## src/rtl/move_sequencer.sv

```systemverilog
// move_sequencer: arbitrates local/remote moves, screens legality, runs the
// start/ready handshake with board_updater and commits turn/ko/tx on completion.
// Optional feature macro: GO_PASS_EN (move 8'hFF = pass, two passes end the game).
module move_sequencer #(
  parameter logic        LOCAL_COLOR = 1'b0,
  parameter int unsigned UPD_TIMEOUT = 1024
) (
  input  logic         clk_in,
  input  logic         reset,
  input  logic         local_valid,
  input  logic [7:0]   local_move,
  input  logic         rx_valid,
  input  logic [7:0]   rx_move,
  input  logic [161:0] board_flat,
  input  logic         upd_ready,
  input  logic         upd_suicide,
  input  logic [6:0]   upd_cap_cnt,
  input  logic [7:0]   upd_cap_pos,
  output logic         upd_start,
  output logic [7:0]   upd_move,
  output logic         upd_turn,
  output logic         board_we,
  output logic         turn,
  output logic         ko,
  output logic [7:0]   ko_pos,
  output logic         tx_valid,
  output logic [7:0]   tx_move,
  output logic         reject,
  output logic         busy,
  output logic         game_over
);

  localparam int unsigned CW = $clog2(UPD_TIMEOUT + 1);

  typedef enum logic [2:0] {
    S_IDLE, S_CHECK, S_START, S_WAIT_UPD, S_COMMIT, S_GAME_OVER
  } state_t;

  state_t         state_q, state_d;
  logic [7:0]     cand_q, cand_d;
  logic           turn_q, turn_d;
  logic           ko_q, ko_d;
  logic [7:0]     ko_pos_q, ko_pos_d;
  logic [7:0]     upd_move_q, upd_move_d;
  logic           upd_turn_q, upd_turn_d;
  logic [7:0]     tx_move_q, tx_move_d;
  logic           reject_q, reject_d;
  logic [CW-1:0]  cnt_q, cnt_d;
  logic           pass_q, pass_d;
`ifdef GO_PASS_EN
  logic           last_pass_q, last_pass_d;
`endif

  logic           owner_valid, other_valid, any_strobe;
  logic [7:0]     owner_move;
  logic           in_range, cell_busy, ko_hit, is_pass;
  logic [7:0]     row8, cell_idx;

  // Candidate screening: range, occupancy and ko point
  always_comb begin
    row8      = {4'b0, cand_q[7:4]};
    in_range  = (cand_q[7:4] <= 4'd8) && (cand_q[3:0] <= 4'd8);
    cell_idx  = in_range ? (row8 * 8'd18 + {3'b0, cand_q[3:0], 1'b0}) : '0;
    cell_busy = |board_flat[cell_idx +: 2];
    ko_hit    = ko_q && (cand_q == ko_pos_q);
`ifdef GO_PASS_EN
    is_pass   = (cand_q == 8'hFF);
`else
    is_pass   = 1'b0;
`endif
  end

  // Arbitration view: the side to move owns one strobe, the other is refused
  always_comb begin
    owner_valid = (turn_q == LOCAL_COLOR) ? local_valid : rx_valid;
    owner_move  = (turn_q == LOCAL_COLOR) ? local_move  : rx_move;
    other_valid = (turn_q == LOCAL_COLOR) ? rx_valid    : local_valid;
    any_strobe  = local_valid | rx_valid;
  end

  // Next-state and pulse outputs; turn/ko update on the ready edge so they
  // are visible in the same cycle as board_we
  always_comb begin
    state_d    = state_q;
    cand_d     = cand_q;
    turn_d     = turn_q;
    ko_d       = ko_q;
    ko_pos_d   = ko_pos_q;
    upd_move_d = upd_move_q;
    upd_turn_d = upd_turn_q;
    tx_move_d  = tx_move_q;
    reject_d   = 1'b0;
    cnt_d      = cnt_q;
    pass_d     = pass_q;
`ifdef GO_PASS_EN
    last_pass_d = last_pass_q;
`endif
    upd_start  = 1'b0;
    board_we   = 1'b0;
    tx_valid   = 1'b0;
    case (state_q)
      S_IDLE: begin
        reject_d = other_valid;
        if (owner_valid) begin
          cand_d  = owner_move;
          state_d = S_CHECK;
        end
      end
      S_CHECK: begin
        reject_d   = any_strobe;
        upd_move_d = cand_q;
        upd_turn_d = turn_q;
        if (is_pass) begin
          pass_d  = 1'b1;
          turn_d  = ~turn_q;
          ko_d    = 1'b0;
          if (turn_q == LOCAL_COLOR) tx_move_d = cand_q;
          state_d = S_COMMIT;
        end else if (!in_range || cell_busy || ko_hit) begin
          reject_d   = 1'b1;
          upd_move_d = upd_move_q;
          upd_turn_d = upd_turn_q;
          state_d    = S_IDLE;
        end else begin
          pass_d  = 1'b0;
          state_d = S_START;
        end
      end
      S_START: begin
        reject_d  = any_strobe;
        upd_start = 1'b1;
        cnt_d     = '0;
        state_d   = S_WAIT_UPD;
      end
      S_WAIT_UPD: begin
        reject_d = any_strobe;
        if (upd_ready) begin
          if (upd_suicide) begin
            reject_d = 1'b1;
            state_d  = S_IDLE;
          end else begin
            turn_d   = ~turn_q;
            ko_d     = (upd_cap_cnt == 7'd1);
            if (upd_cap_cnt == 7'd1) ko_pos_d = upd_cap_pos;
            if (upd_turn_q == LOCAL_COLOR) tx_move_d = upd_move_q;
            state_d  = S_COMMIT;
          end
        end else if (cnt_q == CW'(UPD_TIMEOUT)) begin
          reject_d = 1'b1;
          state_d  = S_IDLE;
        end else begin
          cnt_d = cnt_q + 1'b1;
        end
      end
      S_COMMIT: begin
        reject_d = any_strobe;
        board_we = ~pass_q;
        tx_valid = (upd_turn_q == LOCAL_COLOR);
        state_d  = S_IDLE;
`ifdef GO_PASS_EN
        last_pass_d = pass_q;
        if (pass_q && last_pass_q) state_d = S_GAME_OVER;
`endif
      end
      S_GAME_OVER: begin
        reject_d = any_strobe;
      end
      default: state_d = S_IDLE;
    endcase
  end

  // State and datapath registers with synchronous reset
  always_ff @(posedge clk_in) begin
    if (reset) begin
      state_q    <= S_IDLE;
      cand_q     <= '0;
      turn_q     <= 1'b0;
      ko_q       <= 1'b0;
      ko_pos_q   <= '0;
      upd_move_q <= '0;
      upd_turn_q <= 1'b0;
      tx_move_q  <= '0;
      reject_q   <= 1'b0;
      cnt_q      <= '0;
      pass_q     <= 1'b0;
`ifdef GO_PASS_EN
      last_pass_q <= 1'b0;
`endif
    end else begin
      state_q    <= state_d;
      cand_q     <= cand_d;
      turn_q     <= turn_d;
      ko_q       <= ko_d;
      ko_pos_q   <= ko_pos_d;
      upd_move_q <= upd_move_d;
      upd_turn_q <= upd_turn_d;
      tx_move_q  <= tx_move_d;
      reject_q   <= reject_d;
      cnt_q      <= cnt_d;
      pass_q     <= pass_d;
`ifdef GO_PASS_EN
      last_pass_q <= last_pass_d;
`endif
    end
  end

  assign upd_move  = upd_move_q;
  assign upd_turn  = upd_turn_q;
  assign turn      = turn_q;
  assign ko        = ko_q;
  assign ko_pos    = ko_pos_q;
  assign tx_move   = tx_move_q;
  assign reject    = reject_q;
  assign busy      = (state_q != S_IDLE);
`ifdef GO_PASS_EN
  assign game_over = (state_q == S_GAME_OVER);
`else
  assign game_over = 1'b0;
`endif

endmodule

```

## config.mk

```make
export PLATFORM = sky130hd
export DESIGN_NAME = move_sequencer
export DESIGN_NICKNAME = d
export VERILOG_FILES = /design/src/rtl/move_sequencer.sv
export SDC_FILE = /design/constraint.sdc
export NUM_CORES = 1
export LEC_CHECK = 0
export ABC_AREA = 0
export BUFFER_PORTS_ARGS = -buffer_cell sky130_fd_sc_hd__buf_4
export CAP_MARGIN = 20
export CORE_MARGIN = 4
export CORE_UTILIZATION = 48
export DETAILED_ROUTE_END_ITERATION = 12
export HOLD_SLACK_MARGIN = 0.03
export PLACE_DENSITY = 0.89
export SLEW_MARGIN = 0
export SYNTH_ARGS = -nofsm -noshare
export SYNTH_HDL_FRONTEND = slang
export SYNTH_SLANG_ARGS = --single-unit
```

## constraint.sdc

```tcl
create_clock -name clk_in -period 5.5 [get_ports clk_in]
set_input_delay 0.275 -clock clk_in [delete_from_list [all_inputs] [get_ports clk_in]]
set_output_delay 0.275 -clock clk_in [all_outputs]
set_load 0.005 [all_outputs]
```

==> impl_metrics.yaml <==
critical_path:
  crit_cells: 12
  crit_buf_inv: 2
  crit_family: "compound AO/OA/AOI/OAI gates"
  path_max_fanout: 14
  setup.worst_path.start_class: "flop"
  crit_arrival_ps: 4230
  cp_slowest_cell: "xor2_1"
  reg2regPathDepth: 12
  required_ps: 5730
  critical_path.most_common_cell: "a211oi_1"
  critical_path_class: "reg2reg"
  setup.worst_path.end_class: "flop"
  cp_slowest_stage_delay_ps: 880
  cp_cell_sequence: "ha_2 > inv_1 > fa_1 > xor2_1 > a211oi_1 > o22ai_1 > o221ai_1 > a211oi_1 > a32oi_1 > a21oi_1 > buf_4 > mux2i_1"
clock_network:
  root_buffer: "clkbuf_8"
  cts_setup_buffers: 0
  post_cts_resized: 0
  cts_hold_buf: 0
  cts.clk_slew.worst_paths_ps: 100
  cts_tree: "built"
  cts_buffers: 5
  clock_latency_ps: 310
  htreeDepth: 2
  clk_path_buf_depth: 2
  clock-sinks: 50
sta:
  tightest_slew_ps: 1070
  finalHoldViolCount: 0
  max_freq_ghz: 0.250
  finalWorstPathRequiredPeriod_ps: 3990
  finalSetupTns_ps: 0
  fin_crit_sh: 0.726
  setup_slack_ps: 1510
  setup_violations: 0
  rsz0062_at_grt: "false"
  drv_slew: 0
  finClkSkew_ps: 4.93
  slew_headroom: 0.286
synth:
  async_flop_share: 0
  ys.flop_type: "dfxtp_1"
  synth_area_leaders: "dfxtp_1 (26%), mux2i_1 (10%), nor2_1 (6.8%), nand2b_1 (3.7%), a211oi_1 (3.7%)"
  ys_ff_latch: 50
  ys_warn_count: 0
  avgSynthCellArea_sq_um: 8.20
  synth_cell_type_count: 67
  synth_top_area_cell: "dfxtp_1"
  yosys.area.top_type_share: 0.258
  syn_nets: 683
  syn_area_sq_um: 3890
  synth_edf_count: 0
  ys_seq_area_frac: 0.258
  synthCells: 474
floorplan:
  core-area_sq_um: 7810
  dieArea_sq_um: 9600
  fp-row-count: 32
  design.portCount: 232
  die_w_um: 98.0
  die_h_um: 98.0
  floorplan.initialDensity: 0.498
drt:
  routed_wl_mm: 14.3
  vias: 4667
  wl_per_cell_um: 18.1
  drt-vias-per-instance: 5.90
  detail-route-antenna-nets: 0
  dr.pass1.iters: 4
  drcViolationCount: 0
  drtIter0Drc: 213
hold_path:
  hp-class: "in2reg"
  hold_depth: 3
run:
  maxCapViolCount: 0
pwr:
  p_leak_uw: 0.00253
  p_per_area_nw_per_um2: 253
  max-vdd-ir-drop_uv: 180
  power.total_uw: 1460
cells_and_area:
  postLayoutCoreUtil: 0.740
  fin_nets: 897
  fin_area_sq_um: 5780
  syn_to_final_growth_pct: 48.6
  nFillCells: 588
  drive_gt1_frac: 0.379
  n_antenna_cell: 0
grt:
  antenna_found_initial: 0
  grt_overflow: 0
  grt_pass1_wl_mm: 22.3
  grt_max_degree: 54
  grtUsageTotal: 0.279
  first_global_vias: 4689
placed_design:
  placed_area_sq_um: 5660
  place.port_buffers: 230
  dp_hpwl_mm: 11.5
  place_congestion: 0.969
  pre_cts_ws_ps: 1640
run_status:
  status: "finished clean"
state kept, by name, summed over array words and instances, names as in the netlist:
name	count
reject	1
turn	1
cnt_q	11
upd_turn	1
state_q	3
tx_move	8
cand_q	8
ko	1
ko_pos	8
upd_move	8
where the power goes:
part           leakage, uW  total (uW)  switching [uW]  internal (uW)
clock network    0.0000563         271             132            139
registers         0.000405         416            36.6            379
logic              0.00207         778             406            372
cell type report:
cell class | count | area (sq um) | share of cell area
Multi-Input combinational cell | 389 | 2740 | 0.475
Timing Repair Buffer | 234 | 1760 | 0.304
Sequential cell | 50 | 1000 | 0.173
Tap cell | 102 | 128 | 0.0221
Clock buffer | 5 | 68.8 | 0.0119
Clock inverter | 3 | 48.8 | 0.00845
Inverter | 8 | 30.0 | 0.00520
synthesized netlist by cell type, types with 4 or more instances:
cell type   n
xor2_1     11
nor2_1     70
nand2_1    12
buf_2       7
nand3_1    12
o211ai_1    6
nor4_1      5
mux2i_1    40
ha_1        9
a22oi_1     7
or3_1      11
a221o_1     5
inv_1       7
o21ai_0    22
nand2b_1   23
a211oi_1   19
nor3_1     25
xnor2_1    10
a21oi_1    17
clkbuf_1   13
nand4_1     6
buf_1       5
o22ai_1     4
dfxtp_1    50
mux4_2      5
nor2b_1     6
mux2_2      6
tightest hold or removal path, stage by stage:
cell and delay (ps):
buf_4 80, mux2i_1 50, nor2_1 70
routing by layer:
metal	vias up	track usage	routed length, um
met3	36	0.0486	1160
met1	2173	0.311	5200
met2	249	0.534	7610
li1	2209	-	-
met4	0	0.0841	333
met5	-	0	0
logic make-up (layout without fill, tap and decap cells):
| family | after synthesis | in the layout | share of synthesized area |
|---|---|---|---|
| multiplexers | 51 | 51 | 0.149 |
| flip-flops | 50 | 50 | 0.258 |
| AND/OR/NAND/NOR | 185 | 185 | 0.242 |
| AO/OA/AOI/OAI | 121 | 121 | 0.229 |
| buffers and inverters | 35 | 250 | 0.0390 |
| other | 1 | 1 | 0.000965 |
| adder cells (fa/ha/maj) | 10 | 10 | 0.0341 |
| XOR/XNOR | 21 | 21 | 0.0473 |
final timing paths:
| check | to | slack [ps] | from |
|---|---|---|---|
| worst max-delay path | upd_turn | 1510 | cand_q[4] |
| worst min register to register | ko | 500 | ko |
| worst min-delay path | ko_pos[4] | 200 | upd_cap_pos[4] |
| worst max register to register | upd_turn | 1510 | cand_q[4] |
stage by stage:
step / std cells / hold slack [ps]
after CTS: 791 / 195
after detailed placement: 783 / 485
final: 791 / 198
after global placement: 783 / 466
after floorplan: 474 / 419
after global routing: 791 / 219
cells in the final DEF (no fill, tap or decap), types with 3 or more instances in the layout:
cell type,instances
mux2i_1,40
mux4_2,5
or3_1,11
clkbuf_8,5
nor3_1,25
a2bb2oi_1,3
buf_4,234
a31oi_1,3
nor4_1,5
o22ai_1,4
a211oi_1,19
inv_1,7
nand2b_1,23
ha_1,8
nor2b_1,6
a221o_1,5
nor4b_1,3
xnor2_1,9
o21ai_0,22
dfxtp_1,50
a22oi_1,7
nor3b_1,3
mux2_2,6
nand3_1,12
a21oi_1,17
nor2_1,70
nand2_1,12
o211ai_1,6
xor2_1,11
nand4_1,6
(Power assumes the default switching activity.)
